### config.mk
export PLATFORM = sky130hd
export DESIGN_NAME = multicycle_controller
export DESIGN_NICKNAME = d
export VERILOG_FILES = /design/src/rtl/multicycle_controller.sv
export SDC_FILE = /design/constraint.sdc
export NUM_CORES = 1
export LEC_CHECK = 0
export CAP_MARGIN = 20
export CORE_UTILIZATION = 34
export DETAILED_ROUTE_END_ITERATION = 10
export PLACE_DENSITY = 0.79
export SYNTH_ARGS = -nofsm -noshare
export SYNTH_HDL_FRONTEND = slang
export SYNTH_SLANG_ARGS = --single-unit
### constraint.sdc
create_clock -name clk -period 1.6 [get_ports clk]
set_input_delay 0.24 -clock clk [delete_from_list [all_inputs] [get_ports clk]]
set_output_delay 0.24 -clock clk [all_outputs]
set_load 0.02 [all_outputs]
### src/rtl/multicycle_controller.sv
// Control FSM for a shared-resource multicycle RV32 datapath: sequences fetch, decode,
// execute, memory and writeback states and drives every select, strobe and ALU op.
module multicycle_controller #(
  parameter int DATA_WIDTH = 32
) (
  input  logic       clk,
  input  logic       rst,
  input  logic       en,
  input  logic [6:0] op,
  input  logic [2:0] funct3,
  input  logic       funct7_5,
  input  logic       zero,
  input  logic       mem_ready,
  output logic       mem_req,
  output logic       MemWrite,
  output logic       AdrSrc,
  output logic       IRWrite,
  output logic       PCWrite,
  output logic       RegWrite,
  output logic [1:0] ImmSrc,
  output logic [1:0] ALUSrcA,
  output logic [1:0] ALUSrcB,
  output logic [2:0] ALUControl,
  output logic [1:0] ResultSrc,
  output logic       instr_done,
  output logic       illegal_instr,
  output logic [3:0] state_o
);

  // Width only documents the datapath this controller is paired with.
  if (DATA_WIDTH < 1) begin : g_width_guard
  end

  typedef enum logic [3:0] {
    S_FETCH    = 4'd0,
    S_DECODE   = 4'd1,
    S_MEMADR   = 4'd2,
    S_MEMREAD  = 4'd3,
    S_MEMWB    = 4'd4,
    S_MEMWRITE = 4'd5,
    S_EXECR    = 4'd6,
    S_EXECI    = 4'd7,
    S_ALUWB    = 4'd8,
    S_BEQ      = 4'd9,
    S_JAL      = 4'd10,
    S_TRAP     = 4'd15
  } state_t;

  localparam logic [2:0] ALU_ADD = 3'b000;
  localparam logic [2:0] ALU_SUB = 3'b001;
  localparam logic [2:0] ALU_AND = 3'b010;
  localparam logic [2:0] ALU_OR  = 3'b011;
  localparam logic [2:0] ALU_SLT = 3'b101;

  state_t state_q, state_d;
  logic   f3_legal;
  logic [2:0] alu_op;

  assign f3_legal = (funct3 == 3'b000) || (funct3 == 3'b010) ||
                    (funct3 == 3'b110) || (funct3 == 3'b111);

  // funct7_5 only selects SUB for register-register ops (op[5] set); addi ignores it.
  always_comb begin
    alu_op = ALU_ADD;
    case (funct3)
      3'b000:  alu_op = (op[5] && funct7_5) ? ALU_SUB : ALU_ADD;
      3'b010:  alu_op = ALU_SLT;
      3'b110:  alu_op = ALU_OR;
      3'b111:  alu_op = ALU_AND;
      default: alu_op = ALU_ADD;
    endcase
  end

  always_comb begin
    state_d = state_q;
    case (state_q)
      S_FETCH:    if (mem_ready) state_d = S_DECODE;
      S_DECODE: begin
        case (op)
          7'b0000011, 7'b0100011: state_d = S_MEMADR;
          7'b0110011:             state_d = f3_legal ? S_EXECR : S_TRAP;
          7'b0010011:             state_d = f3_legal ? S_EXECI : S_TRAP;
          7'b1100011:             state_d = S_BEQ;
          7'b1101111:             state_d = S_JAL;
          default:                state_d = S_TRAP;
        endcase
      end
      S_MEMADR:   state_d = op[5] ? S_MEMWRITE : S_MEMREAD;
      S_MEMREAD:  if (mem_ready) state_d = S_MEMWB;
      S_MEMWB:    state_d = S_FETCH;
      S_MEMWRITE: if (mem_ready) state_d = S_FETCH;
      S_EXECR:    state_d = S_ALUWB;
      S_EXECI:    state_d = S_ALUWB;
      S_ALUWB:    state_d = S_FETCH;
      S_BEQ:      state_d = S_FETCH;
      S_JAL:      state_d = S_ALUWB;
      S_TRAP:     state_d = S_TRAP;
      default:    state_d = S_TRAP;
    endcase
  end

  always_ff @(posedge clk) begin
    if (rst) begin
      state_q <= S_FETCH;
    end else if (en) begin
      state_q <= state_d;
    end
  end

  always_comb begin
    mem_req       = 1'b0;
    MemWrite      = 1'b0;
    AdrSrc        = 1'b0;
    IRWrite       = 1'b0;
    PCWrite       = 1'b0;
    RegWrite      = 1'b0;
    ImmSrc        = 2'b00;
    ALUSrcA       = 2'b00;
    ALUSrcB       = 2'b00;
    ALUControl    = ALU_ADD;
    ResultSrc     = 2'b00;
    instr_done    = 1'b0;
    illegal_instr = 1'b0;
    state_o       = state_q;
    case (state_q)
      S_FETCH: begin
        mem_req   = 1'b1;
        ALUSrcB   = 2'b10;
        ResultSrc = 2'b10;
        IRWrite   = mem_ready;
        PCWrite   = mem_ready;
      end
      S_DECODE: begin
        ALUSrcA = 2'b01;
        ALUSrcB = 2'b01;
        ImmSrc  = 2'b10;
      end
      S_MEMADR: begin
        ALUSrcA = 2'b10;
        ALUSrcB = 2'b01;
        ImmSrc  = op[5] ? 2'b01 : 2'b00;
      end
      S_MEMREAD: begin
        mem_req = 1'b1;
        AdrSrc  = 1'b1;
      end
      S_MEMWB: begin
        ResultSrc  = 2'b01;
        RegWrite   = 1'b1;
        instr_done = 1'b1;
      end
      S_MEMWRITE: begin
        mem_req    = 1'b1;
        MemWrite   = 1'b1;
        AdrSrc     = 1'b1;
        instr_done = mem_ready;
      end
      S_EXECR: begin
        ALUSrcA    = 2'b10;
        ALUControl = alu_op;
      end
      S_EXECI: begin
        ALUSrcA    = 2'b10;
        ALUSrcB    = 2'b01;
        ALUControl = alu_op;
      end
      S_ALUWB: begin
        RegWrite   = 1'b1;
        instr_done = 1'b1;
      end
      S_BEQ: begin
        ALUSrcA    = 2'b10;
        ALUControl = ALU_SUB;
        PCWrite    = zero;
        instr_done = 1'b1;
      end
      S_JAL: begin
        ALUSrcA = 2'b01;
        ALUSrcB = 2'b10;
        PCWrite = 1'b1;
      end
      S_TRAP:  illegal_instr = 1'b1;
      default: ;
    endcase
    // A frozen FSM must not repeat side effects; selects stay put so the datapath is stable.
    if (!en) begin
      mem_req    = 1'b0;
      MemWrite   = 1'b0;
      IRWrite    = 1'b0;
      PCWrite    = 1'b0;
      RegWrite   = 1'b0;
      instr_done = 1'b0;
    end
    if (rst) begin
      mem_req       = 1'b0;
      MemWrite      = 1'b0;
      AdrSrc        = 1'b0;
      IRWrite       = 1'b0;
      PCWrite       = 1'b0;
      RegWrite      = 1'b0;
      ImmSrc        = 2'b00;
      ALUSrcA       = 2'b00;
      ALUSrcB       = 2'b00;
      ALUControl    = ALU_ADD;
      ResultSrc     = 2'b00;
      instr_done    = 1'b0;
      illegal_instr = 1'b0;
      state_o       = 4'd0;
    end
  end

endmodule

==> flow_summary.ini, run 1 <==
[timing]
worst-endpoint-pin-kind = register data pin
repair-timing-grt-worst-ep = state_q[1]$_SDFFE_PP0P_/D

[floorplanning]
die_h_um = 47.4
start_util_pct = 36.1
chipWidth_um = 47.4
io_pins = 39
num_rows = 16

[logic_synthesis]
synthSimpleGateAreaFrac_pct = 47.6
synthAdderAreaFrac_pct = 0
syn_inst = 109
yosysWarnings = 0
synthesis.area_um2 = 702
yosysMostFrequentCell = nor2_1
muxShareOfSynthArea_pct = 1.43
synth_top_cell_by_area = dfxtp_1
netlist_top_cells_count = nor2_1 (16), nor3_1 (10), a21oi_1 (7), inv_1 (6)
ys_seq_area_share_pct = 11.4
synth_edf_count = 0
synth_top_family_by_area = simple AND/OR/NAND/NOR gates
synth_compound_area_share_pct = 29.6
synth-xor-area-share_pct = 1.25
syn_area_per_cell_um2 = 6.44
postSynth.asyncResetShare_pct = 0
ys_ff_latch = 4
synth_top_area_share_pct = 11.4
synth.distinct_cells = 38
yosys-top-cells-area = dfxtp_1 (11%), nor2_1 (8.6%), nor3_1 (7.1%)
synth_fp_nets = 125
ys.flop_type = dfxtp_1

[clocking]
cts_buffer_depth = 2
htree_levels = 1
cts_hold_buf = 0
cts_sinks = 4
cts_root_buf = clkbuf_4
cts_buffers = 3

[outcome]
error = [ERROR DPL-0033] detailed placement checks failed during check placement.
stop_stage = 5_1_grt
outcome = did not finish

[place]
hpwl_mm = 2.16
globalplace.congestion = 0.928
port_buffers = 38
placedCellCount = 204

[global_routing]
grt_max_degree = 11
antenna_found_initial = 0
logic make-up after synthesis:
kind of cell           Yosys count
buffers and inverters           14
flip-flops                       4
multiplexers                     1
XOR/XNOR                         1
AO/OA/AOI/OAI                   29
AND/OR/NAND/NOR                 60
per-stage QoR:
stage | instance area [um^2] | worst slack (ns) | utilization, %
CTS | 1510 | -0.179 | 77.7
detailed placement | 1420 | -0.716 | 73.2
global placement | 1420 | -0.682 | 73.2
floorplan | 767 | -0.0308 | -
timing repair:
action                                  4_1_cts
endpoints found under the setup margin       27
gates cloned                                  0
buffers inserted                              8
pin swaps                                     9
gates resized for setup                     133
==> run 2, diff against run 1 <==
--- a/config.mk
+++ b/config.mk
@@ -6,9 +6,10 @@
 export NUM_CORES = 1
 export LEC_CHECK = 0
 export CAP_MARGIN = 20
-export CORE_UTILIZATION = 34
+export CORE_AREA = 2 2 63 65
 export DETAILED_ROUTE_END_ITERATION = 10
-export PLACE_DENSITY = 0.79
+export DIE_AREA = 0 0 65 67
+export PLACE_DENSITY_LB_ADDON = 0.15
 export SYNTH_ARGS = -nofsm -noshare
 export SYNTH_HDL_FRONTEND = slang
 export SYNTH_SLANG_ARGS = --single-unit
==> constraint.sdc (replaced) <==
create_clock -name clk -period 2.08 [get_ports clk]
set_input_delay 0.312 -clock clk [delete_from_list [all_inputs] [get_ports clk]]
set_output_delay 0.312 -clock clk [all_outputs]
set_load 0.02 [all_outputs]
==> flow_summary.ini, run 2 <==
[finish]
fillers = 413
final_cell_mix = buf_4 (27), nor2_1 (16), clkdlybuf4s50_1 (15)
largest_reg_flops = 4
finish.instance_area_um2 = 1310
antenna_cells = 0
syn2layout_area_growth_pct = 86.1
mostFrequentLayoutCell = buf_4
top_register = state_q
drive_gt1_share_pct = 25.4
largestRegisters = state_q (4)
final_nets = 187

[setup_path]
critPathMaxFanout = 14
required_ns = 1.77
cp_cell_sequence = clkdlybuf4s50_1 -> buf_4 -> buf_4 -> nor4_1 -> dlygate4sd2_1
end_kind = output port
critPathArrivalTime_ns = 1.68
slowest_stage = clkdlybuf4s50_1
reg2reg_depth = 5
cp.buffers_inverters = 4
max_stage_delay_ns = 0.44
cp.depth = 5
critPathKind = primary input to output port
cp_common_cell = buf_4
cp_top_family = buffers and inverters
startpoint_type = primary input

[power_and_ir_drop]
p_switching_mw = 0.300
p_leak_nw = 0.609
seqPwrFrac_pct = 13.7
max-vdd-ir-drop_v = 0.000221
power_frac_clock_pct = 22.4
combPwrFrac_pct = 63.9
powerDensity_nw_per_um2 = 577
swShare_pct = 39.8
internal-power_mw = 0.453

[global_routing]
met1_usage_pct = 15.4
track_usage_pct = 12.2
overflow = 0
antenna_found_initial = 0
grt_pass1_wl_mm = 4.24
globalRouteMet2Util_pct = 20.6
first_global_vias = 955
met3_usage_pct = 2.03
gr-max-usage-layer = met2
grt_max_degree = 17

[logic_synthesis]
synthAdderAreaFrac_pct = 0
syn_area_per_cell_um2 = 6.44
netlist_top_cells_count = nor2_1 (16), nor3_1 (10), a21oi_1 (7), inv_1 (6)
syn_inst = 109
synth_top_cell_by_area = dfxtp_1
synth_top_area_share_pct = 11.4
ys_seq_area_share_pct = 11.4
synthesis.area_um2 = 702
synth_top_family_by_area = simple AND/OR/NAND/NOR gates
synth-xor-area-share_pct = 1.25
postSynth.asyncResetShare_pct = 0
synth_fp_nets = 125
yosysMostFrequentCell = nor2_1
synthSimpleGateAreaFrac_pct = 47.6
synth_compound_area_share_pct = 29.6
muxShareOfSynthArea_pct = 1.43
synth.distinct_cells = 38
yosys-top-cells-area = dfxtp_1 (11%), nor2_1 (8.6%), nor3_1 (7.1%)
ys_ff_latch = 4
ys.flop_type = dfxtp_1
synth_edf_count = 0
yosysWarnings = 0

[min_path]
worstHoldPathType = flop to flop
hold_depth = 3

[job]
max_cap_violations = 0

[clocking]
cts_tree = done
post_cts_buffers = 0
htree_levels = 1
clk_latency_ns = 0.22
cts_root_buf = clkbuf_8
cts_sinks = 4
cts_buffer_depth = 2
clkTransAtPathRegs_ns = 0.03
cts_buffers = 3

[timing]
setup-violations-final = 0
slew_viol_final = 0
fmax_mhz = 502
tightestPinTransition_ns = 0.372
timing.hold.ws_ns = 0.675
rsz0062_at_grt = false
hold_viol_final = 0
fin_skew_ns = 0.00428
relSlewSlack_pct = 75.1
post-route-period-util_pct = 95.8
period_needed_ns = 1.99

[floorplanning]
design.die.area_um2 = 4360
io_pins = 39
start_util_pct = 19.5
core_area_um2 = 3610
chipWidth_um = 65
die_h_um = 67
num_rows = 22

[drt]
drtAntennaViolNets = 0
via_per_inst = 4.69
finalWirelength_mm = 2.65
drt_drc_violations_left = 0
drt_iter0_markers = 45
dr_total_vias = 1018
first_pass_iters = 5
wl_per_cell_um = 12.2

[outcome]
outcome = completed

[place]
place_area_um2 = 1320
port_buffers = 38
hpwl_mm = 2.16
globalplace.congestion = 0.789
## run 2: cell counts after synthesis
No cell type changed its count.
## run 2: cell type report
type / instances / area [um^2] / share of cell area [%]
Timing Repair Buffer: 65 / 538 / 41.2
Multi-Input combinational cell: 91 / 564 / 43.2
Tap cell: 48 / 60.1 / 4.60
Inverter: 6 / 22.5 / 1.72
Clock buffer: 3 / 41.3 / 3.16
Sequential cell: 4 / 80.1 / 6.13
## run 2: metrics by stage
stage | setup WS [ns] | utilization [%] | TNS, ns | cells | total power [mW]
floorplan | 0.0354 | - | 0 | 109 | 0.371
global placement | -0.361 | 36.6 | -4.46 | 214 | 0.613
detailed placement | -0.362 | 36.6 | -4.37 | 214 | 0.609
CTS | 0.000896 | 37.0 | 0 | 217 | 0.758
global route | 0.00959 | 36.2 | 0 | 217 | 0.803
finish | 0.0876 | 36.2 | 0 | 217 | 0.753
## run 2: path summary, 6_finish.rpt
| kind | start | slack, ns | endpoint |
|---|---|---|---|
| worst min-delay path | state_q[3]$_SDFFE_PP0P_ | 0.67 | state_q[3]$_SDFFE_PP0P_ |
| worst max-delay path | rst | 0.09 | ALUSrcB[1] |
| worst min register to register | state_q[3]$_SDFFE_PP0P_ | 0.67 | state_q[3]$_SDFFE_PP0P_ |
| worst max register to register | state_q[3]$_SDFFE_PP0P_ | 0.35 | state_q[2]$_SDFFE_PP0P_ |
## run 2: metal layers
layer	wire [um]	part of all wire [%]
met5	0	0
met4	28	1.1
met3	173	6.5
met2	1220	46
met1	1230	46
## run 2: worst register-to-register path, cell delays in order, from the launching register on
cell      delay, ns
dfxtp_1        0.32
buf_12         0.14
or4_4          0.50
buf_4          0.15
o221a_4        0.27
a311oi_1       0.25
## run 2: power by group through the flow
stage / registers, mW / clock network, mW / logic [mW]
after global routing: 0.105 / 0.174 / 0.524
after CTS: 0.103 / 0.172 / 0.483
after global placement: 0.104 / 0 / 0.509
final: 0.103 / 0.169 / 0.481
after detailed placement: 0.104 / 0 / 0.505
after floorplan: 0.0974 / 0 / 0.274
## run 2: kinds of logic (layout without fill, tap and decap cells)
logic type	count (synthesis)	after routing
AO/OA/AOI/OAI	29	29
buffers and inverters	14	74
multiplexers	1	1
AND/OR/NAND/NOR	60	60
XOR/XNOR	1	1
flip-flops	4	4
## run 2: what timing repair did
item                       CTS  global route
pin swaps                    0             0
gates resized for setup     31            20
setup endpoints to repair   23            11
hold buffers                 0             0
No activity file was read; power rests on OpenSTA's default activity.
